$ cat config.mk
export PLATFORM = sky130hd
export DESIGN_NAME = sum_sequencer
export DESIGN_NICKNAME = d
export VERILOG_FILES = /design/src/rtl/sum_sequencer.sv
export SDC_FILE = /design/constraint.sdc
export NUM_CORES = 1
export LEC_CHECK = 0
export CAP_MARGIN = 0
export CELL_PAD_IN_SITES_DETAIL_PLACEMENT = 0
export CELL_PAD_IN_SITES_GLOBAL_PLACEMENT = 2
export CORE_MARGIN = 4
export CORE_UTILIZATION = 24
export CTS_CLUSTER_SIZE = 14
export DETAILED_ROUTE_END_ITERATION = 10
export PLACE_DENSITY = 0.86
export SKIP_CTS_REPAIR_TIMING = 1
export SLEW_MARGIN = 20
export SYNTH_ARGS = -nofsm -noshare
export SYNTH_HDL_FRONTEND = slang
export SYNTH_SLANG_ARGS = --single-unit
$ cat constraint.sdc
create_clock -name i_clk -period 2.8 [get_ports i_clk]
set_input_delay 0.42 -clock i_clk [delete_from_list [all_inputs] [get_ports i_clk]]
set_output_delay 0.42 -clock i_clk [all_outputs]
set_load 0.03 [all_outputs]
$ cat src/rtl/sum_sequencer.sv
// sum_sequencer: round-robin controller that steps a shared load/add/display
// datapath through LOAD, SHOW_A, SHOW_B, SHOW_SUM and captures the sum.
module sum_sequencer #(
  parameter int WIDTH = 8,
  parameter int DWELL = 1
) (
  input  logic               i_clk,
  input  logic               i_rst_n,
  input  logic               i_req0,
  input  logic               i_req1,
  input  logic [WIDTH-1:0]   i_a0,
  input  logic [WIDTH-1:0]   i_b0,
  input  logic [WIDTH-1:0]   i_a1,
  input  logic [WIDTH-1:0]   i_b1,
  input  logic               i_hold,
  input  logic [2*WIDTH-1:0] i_sum_in,
  output logic [WIDTH-1:0]   o_op_a,
  output logic [WIDTH-1:0]   o_op_b,
  output logic               o_ld,
  output logic [1:0]         o_sel,
  output logic [1:0]         o_grant,
  output logic               o_busy,
  output logic               o_done,
  output logic               o_done_id,
  output logic [2*WIDTH-1:0] o_result
);

  typedef enum logic [2:0] {
    S_IDLE, S_LOAD, S_SHOW_A, S_SHOW_B, S_SHOW_SUM, S_DONE
  } state_t;

  localparam logic [7:0] LP_DWELL_LAST = 8'(DWELL - 1);

  state_t             r_state;
  logic [7:0]         r_dwell;
  logic               r_last;
  logic               r_ld;
  logic [1:0]         r_sel;
  logic [1:0]         r_grant;
  logic               r_busy;
  logic               r_done;
  logic               r_done_id;
  logic [2*WIDTH-1:0] r_result;

  logic w_any_req;
  logic w_winner;
  logic w_dwell_end;

  // On a tie the requester that was not served last wins; a lone request wins outright.
  assign w_any_req   = i_req0 | i_req1;
  assign w_winner    = (i_req0 & i_req1) ? ~r_last : ~i_req0;
  assign w_dwell_end = (r_dwell == LP_DWELL_LAST);

  always_ff @(posedge i_clk or negedge i_rst_n) begin
    if (!i_rst_n) begin
      r_state   <= S_IDLE;
      r_dwell   <= '0;
      r_last    <= 1'b1;
      r_ld      <= 1'b0;
      r_sel     <= 2'b00;
      r_grant   <= 2'b00;
      r_busy    <= 1'b0;
      r_done    <= 1'b0;
      r_done_id <= 1'b0;
      r_result  <= '0;
    end else begin
      case (r_state)
        S_IDLE: begin
          if (w_any_req) begin
            r_state <= S_LOAD;
            r_grant <= w_winner ? 2'b10 : 2'b01;
            r_last  <= w_winner;
            r_ld    <= 1'b1;
            r_busy  <= 1'b1;
            r_sel   <= 2'b00;
          end
        end
        S_LOAD: begin
          r_state <= S_SHOW_A;
          r_ld    <= 1'b0;
          r_sel   <= 2'b01;
          r_dwell <= '0;
        end
        S_SHOW_A: begin
          if (!i_hold) begin
            if (w_dwell_end) begin
              r_state <= S_SHOW_B;
              r_sel   <= 2'b10;
              r_dwell <= '0;
            end else begin
              r_dwell <= r_dwell + 8'd1;
            end
          end
        end
        S_SHOW_B: begin
          if (!i_hold) begin
            if (w_dwell_end) begin
              r_state <= S_SHOW_SUM;
              r_sel   <= 2'b11;
              r_dwell <= '0;
            end else begin
              r_dwell <= r_dwell + 8'd1;
            end
          end
        end
        // The sum is captured on the same edge that leaves SHOW_SUM.
        S_SHOW_SUM: begin
          if (!i_hold) begin
            if (w_dwell_end) begin
              r_state   <= S_DONE;
              r_sel     <= 2'b00;
              r_dwell   <= '0;
              r_result  <= i_sum_in;
              r_done    <= 1'b1;
              r_done_id <= r_grant[1];
            end else begin
              r_dwell <= r_dwell + 8'd1;
            end
          end
        end
        S_DONE: begin
          r_state <= S_IDLE;
          r_done  <= 1'b0;
          r_grant <= 2'b00;
          r_busy  <= 1'b0;
        end
        default: begin
          r_state <= S_IDLE;
          r_ld    <= 1'b0;
          r_sel   <= 2'b00;
          r_grant <= 2'b00;
          r_busy  <= 1'b0;
          r_done  <= 1'b0;
        end
      endcase
    end
  end

  assign o_op_a    = r_grant[0] ? i_a0 : (r_grant[1] ? i_a1 : '0);
  assign o_op_b    = r_grant[0] ? i_b0 : (r_grant[1] ? i_b1 : '0);
  assign o_ld      = r_ld;
  assign o_sel     = r_sel;
  assign o_grant   = r_grant;
  assign o_busy    = r_busy;
  assign o_done    = r_done;
  assign o_done_id = r_done_id;
  assign o_result  = r_result;

endmodule

==> run_summary.xml <==
<?xml version="1.0" encoding="UTF-8"?>
<metrics>
  <group name="timing">
    <metric name="worst_clock_skew" unit="ns">0.00319</metric>
    <metric name="final.period_utilization" unit="%">85.7</metric>
    <metric name="highest_attainable_clock_frequency" unit="MHz">417</metric>
    <metric name="rsz_0062_raised_after_global_routing" unit="">false</metric>
    <metric name="maxSlewViolCount" unit="">0</metric>
    <metric name="fin_hold_ws" unit="ns">0.220</metric>
    <metric name="setup_total_negative_slack" unit="ns">0</metric>
    <metric name="setup_viol" unit="">0</metric>
    <metric name="final_period_minus_worst_setup_slack" unit="ns">2.40</metric>
    <metric name="worst_slew_pin_slew" unit="ns">0.825</metric>
    <metric name="worst_slew_margin_rel" unit="%">45.0</metric>
    <metric name="hold_viol_final" unit="">0</metric>
  </group>
  <group name="die">
    <metric name="io-pin-count" unit="">93</metric>
    <metric name="fp.dieW" unit="µm">97.5</metric>
    <metric name="design.die.area" unit="µm²">9500</metric>
    <metric name="design.core.area" unit="µm²">7770</metric>
    <metric name="initial_core_util" unit="%">24.7</metric>
    <metric name="die_h" unit="µm">97.5</metric>
    <metric name="rows" unit="">32</metric>
  </group>
  <group name="synth">
    <metric name="synth_top_area_share" unit="%">45.6</metric>
    <metric name="synthesis.yosys.warnings" unit="">0</metric>
    <metric name="synth-seq-cells" unit="">36</metric>
    <metric name="synthFlopType" unit="">sky130_fd_sc_hd__dfrtp_1</metric>
    <metric name="postSynthCellCount" unit="">173</metric>
    <metric name="mappedNetlistNets" unit="">228</metric>
    <metric name="synth_enable_flop_cells" unit="">0</metric>
    <metric name="synth_largest_area_cell" unit="">sky130_fd_sc_hd__dfrtp_1</metric>
    <metric name="netlist_area" unit="µm²">1920</metric>
    <metric name="share_of_the_yosys_chip_area_belonging_to_registers" unit="%">47.0</metric>
    <metric name="netlist-cell-type-count" unit="">41</metric>
    <metric name="synth.avg_cell_area" unit="µm²">11.1</metric>
    <metric name="cell_types_occupying_the_most_area_after_synthesis" unit="">sky130_fd_sc_hd__dfrtp_1 (46%), sky130_fd_sc_hd__mux2_4 (7.8%), sky130_fd_sc_hd__a22o_1 (6.8%), sky130_fd_sc_hd__mux2_2 (4.7%), sky130_fd_sc_hd__o21ai_0 (3.6%)</metric>
    <metric name="asyncSetResetFlopFracSynth" unit="%">100</metric>
  </group>
  <group name="clocking">
    <metric name="tritoncts_buffer_count" unit="">5</metric>
    <metric name="max-clock-path-buffers" unit="">2</metric>
    <metric name="htreeDepth" unit="">2</metric>
    <metric name="clock_tree_from_tritoncts" unit="">built</metric>
    <metric name="clock_tree.root_cell" unit="">sky130_fd_sc_hd__clkbuf_8</metric>
    <metric name="worst_skew_pair.late_latency" unit="ns">0.29</metric>
    <metric name="numClockSinks" unit="">36</metric>
    <metric name="clkTransAtPathRegs" unit="ns">0.08</metric>
  </group>
  <group name="route">
    <metric name="route.detailed.wl_per_inst" unit="µm">14.4</metric>
    <metric name="detail_route.first_pass.iterations" unit="">4</metric>
    <metric name="vias_per_cell" unit="">4.67</metric>
    <metric name="dr.first_iter.drc_count" unit="">30</metric>
    <metric name="overall_via_count_from_detail_route" unit="">1714</metric>
    <metric name="detail_route.wirelength" unit="mm">5.30</metric>
    <metric name="drcViolationCount" unit="">0</metric>
    <metric name="drt.antenna.violating_nets" unit="">0</metric>
  </group>
  <group name="finish">
    <metric name="drive_above_1_share" unit="%">15.1</metric>
    <metric name="numnets_final" unit="">319</metric>
    <metric name="most_common_library_cell_in_the_layout_ignoring_fill_and_taps" unit="">sky130_fd_sc_hd__clkdlybuf4s50_1</metric>
    <metric name="num-fill-cells" unit="">791</metric>
    <metric name="stdcell_area" unit="µm²">3050</metric>
    <metric name="area_growth_synth_to_finish" unit="%">58.8</metric>
    <metric name="mostFrequentLayoutCells" unit="">sky130_fd_sc_hd__clkdlybuf4s50_1 (91), sky130_fd_sc_hd__dfrtp_1 (35), sky130_fd_sc_hd__a22o_1 (15)</metric>
    <metric name="antenna-diode-count" unit="">0</metric>
  </group>
  <group name="worst_setup_path">
    <metric name="worst_r2r_startpoint" unit="">r_dwell[0]</metric>
    <metric name="critical_path.cell_chain" unit="">nor2b_1 &gt; buf_4 &gt; a22o_1 &gt; clkdlybuf4s50_1</metric>
    <metric name="worstPathMaxFanout" unit="">15</metric>
    <metric name="regToRegSetupSlack" unit="ns">0.54</metric>
    <metric name="timing.rr.end" unit="">r_state[0]</metric>
    <metric name="r2r.worst_path.cells" unit="">6</metric>
    <metric name="critPathCaptureType" unit="">primary output</metric>
    <metric name="slowest_delay" unit="ns">0.69</metric>
    <metric name="crit_required" unit="ns">2.38</metric>
    <metric name="cp-start-kind" unit="">flip-flop</metric>
    <metric name="worst_ep_arrival_time" unit="ns">1.98</metric>
    <metric name="worst-setup-path-type" unit="">flip-flop to primary output</metric>
    <metric name="crit_path_top_delay_cell" unit="">sky130_fd_sc_hd__clkdlybuf4s50_1</metric>
  </group>
  <group name="placed_design">
    <metric name="dp_hpwl" unit="mm">3.97</metric>
    <metric name="dpl-instance-area" unit="µm²">2930</metric>
    <metric name="gp_congestion" unit="">0.702</metric>
    <metric name="port_buffers" unit="">92</metric>
  </group>
  <group name="power_and_ir_drop">
    <metric name="finalPower" unit="mW">3.27</metric>
    <metric name="pwr_dens" unit="nW/µm²">1070</metric>
    <metric name="total_leakage_power" unit="nW">1.27</metric>
    <metric name="max-vdd-ir-drop" unit="mV">0.532</metric>
  </group>
  <group name="global_routing">
    <metric name="grt_pass1_vias" unit="">1715</metric>
    <metric name="antenna_violations_before_repair" unit="">0</metric>
    <metric name="pin_count_of_the_biggest_net_entering_global_routing" unit="">37</metric>
    <metric name="global_route_usage_over_all_layers" unit="%">11.1</metric>
    <metric name="grt.overflow.total" unit="">0</metric>
    <metric name="grt_first_pass_wirelength" unit="mm">8.65</metric>
  </group>
  <group name="flow_run">
    <metric name="timing.max_cap.violations" unit="">0</metric>
  </group>
  <group name="hold_path">
    <metric name="min_path_type" unit="">primary input to async pin</metric>
  </group>
  <group name="status">
    <metric name="run_status" unit="">finished, final reports clean</metric>
  </group>
</metrics>
[through the flow]
stage	instances	util, %	setup WS, ns
floorplan	173	-	0.713
global placement	359	37.8	0.211
detailed placement	359	37.8	0.0835
CTS	367	39.2	0.263
global route	367	39.3	0.289
finish	367	39.3	0.400
[per-layer routing]
metal | GRT usage, % | wire length (µm) | vias to the layer above | part of all wire (%)
li1 | - | - | 826 | -
met1 | 13.5 | 2250 | 832 | 42
met2 | 18.3 | 2630 | 42 | 50
met3 | 3.09 | 273 | 14 | 5.2
met4 | 4.90 | 144 | 0 | 2.7
met5 | 0 | 0 | - | 0
[critical path, delay by kind of cell (launching register included)]
family / cells / cell delay (ns)
AOI/OAI and AO/OA: 1 / 0.15
and+or+nand+nor: 1 / 0.16
DFF: 1 / 0.48
buffers and inverters: 2 / 0.90
[state kept, by name (all words and copies together), names as in the netlist]
| register | flops |
|---|---|
| o_busy | 1 |
| o_done | 1 |
| o_done_id | 1 |
| o_grant | 2 |
| o_ld | 1 |
| o_result | 16 |
| o_sel | 2 |
| r_dwell | 8 |
| r_last | 1 |
| r_state | 3 |
[worst max path at each step]
| stage | startpoint | to | slack, ns | depth (start not counted) |
|---|---|---|---|---|
| 2_1_floorplan | r_dwell[0] | o_done_id | 0.71 | 7 |
| 3_3_place_gp | i_hold | r_dwell[3] | 0.21 | 5 |
| 3_5_place_dp | i_hold | r_dwell[7] | 0.08 | 5 |
| 4_1_cts | r_state[2] | r_dwell[7] | 0.26 | 4 |
| 5_1_grt | o_grant[1] | o_op_a[2] | 0.29 | 4 |
| 6_report | o_grant[1] | o_op_a[1] | 0.40 | 4 |
[where the power goes]
part	internal [mW]	total [mW]	leakage [nW]	switching (mW)
logic	0.884	1.89	0.761	1.01
registers	0.721	0.918	0.457	0.197
clock network	0.264	0.463	0.0541	0.199
[cell usage after synthesis (3+ instances only)]
library cell	instances
sky130_fd_sc_hd__clkbuf_1	9
sky130_fd_sc_hd__o21ai_0	14
sky130_fd_sc_hd__dfrtp_1	35
sky130_fd_sc_hd__mux2_4	10
sky130_fd_sc_hd__nor2b_1	4
sky130_fd_sc_hd__inv_1	5
sky130_fd_sc_hd__a22o_1	15
sky130_fd_sc_hd__a21oi_1	9
sky130_fd_sc_hd__nor2_1	3
sky130_fd_sc_hd__nand2_1	10
sky130_fd_sc_hd__nand2b_1	3
sky130_fd_sc_hd__or3_1	7
sky130_fd_sc_hd__nand3_1	5
sky130_fd_sc_hd__mux2_2	8
[logic make-up (layout without fill, tap and decap cells)]
kind of cell / count (synthesis) / in the layout / share of synthesized area, %
muxes: 18 / 18 / 12.5
DFF: 36 / 36 / 47.0
and+or+nand+nor: 47 / 47 / 15.6
AOI/OAI and AO/OA: 55 / 55 / 20.3
buffers and inverters: 15 / 107 / 3.32
adders and majority gates: 2 / 2 / 1.30
[layout make-up]
class                           instances  area [µm²]  share of cell area (%)
Clock buffer                            5        68.8                    2.26
Multi-Input combinational cell        122         960                    31.5
Sequential cell                        36         902                    29.6
Clock inverter                          3        42.5                    1.39
Timing Repair Buffer                   94         931                    30.5
Inverter                                5        18.8                   0.615
Tap cell                              102         128                    4.18
Note: power is estimated with default switching activity, not from simulation.
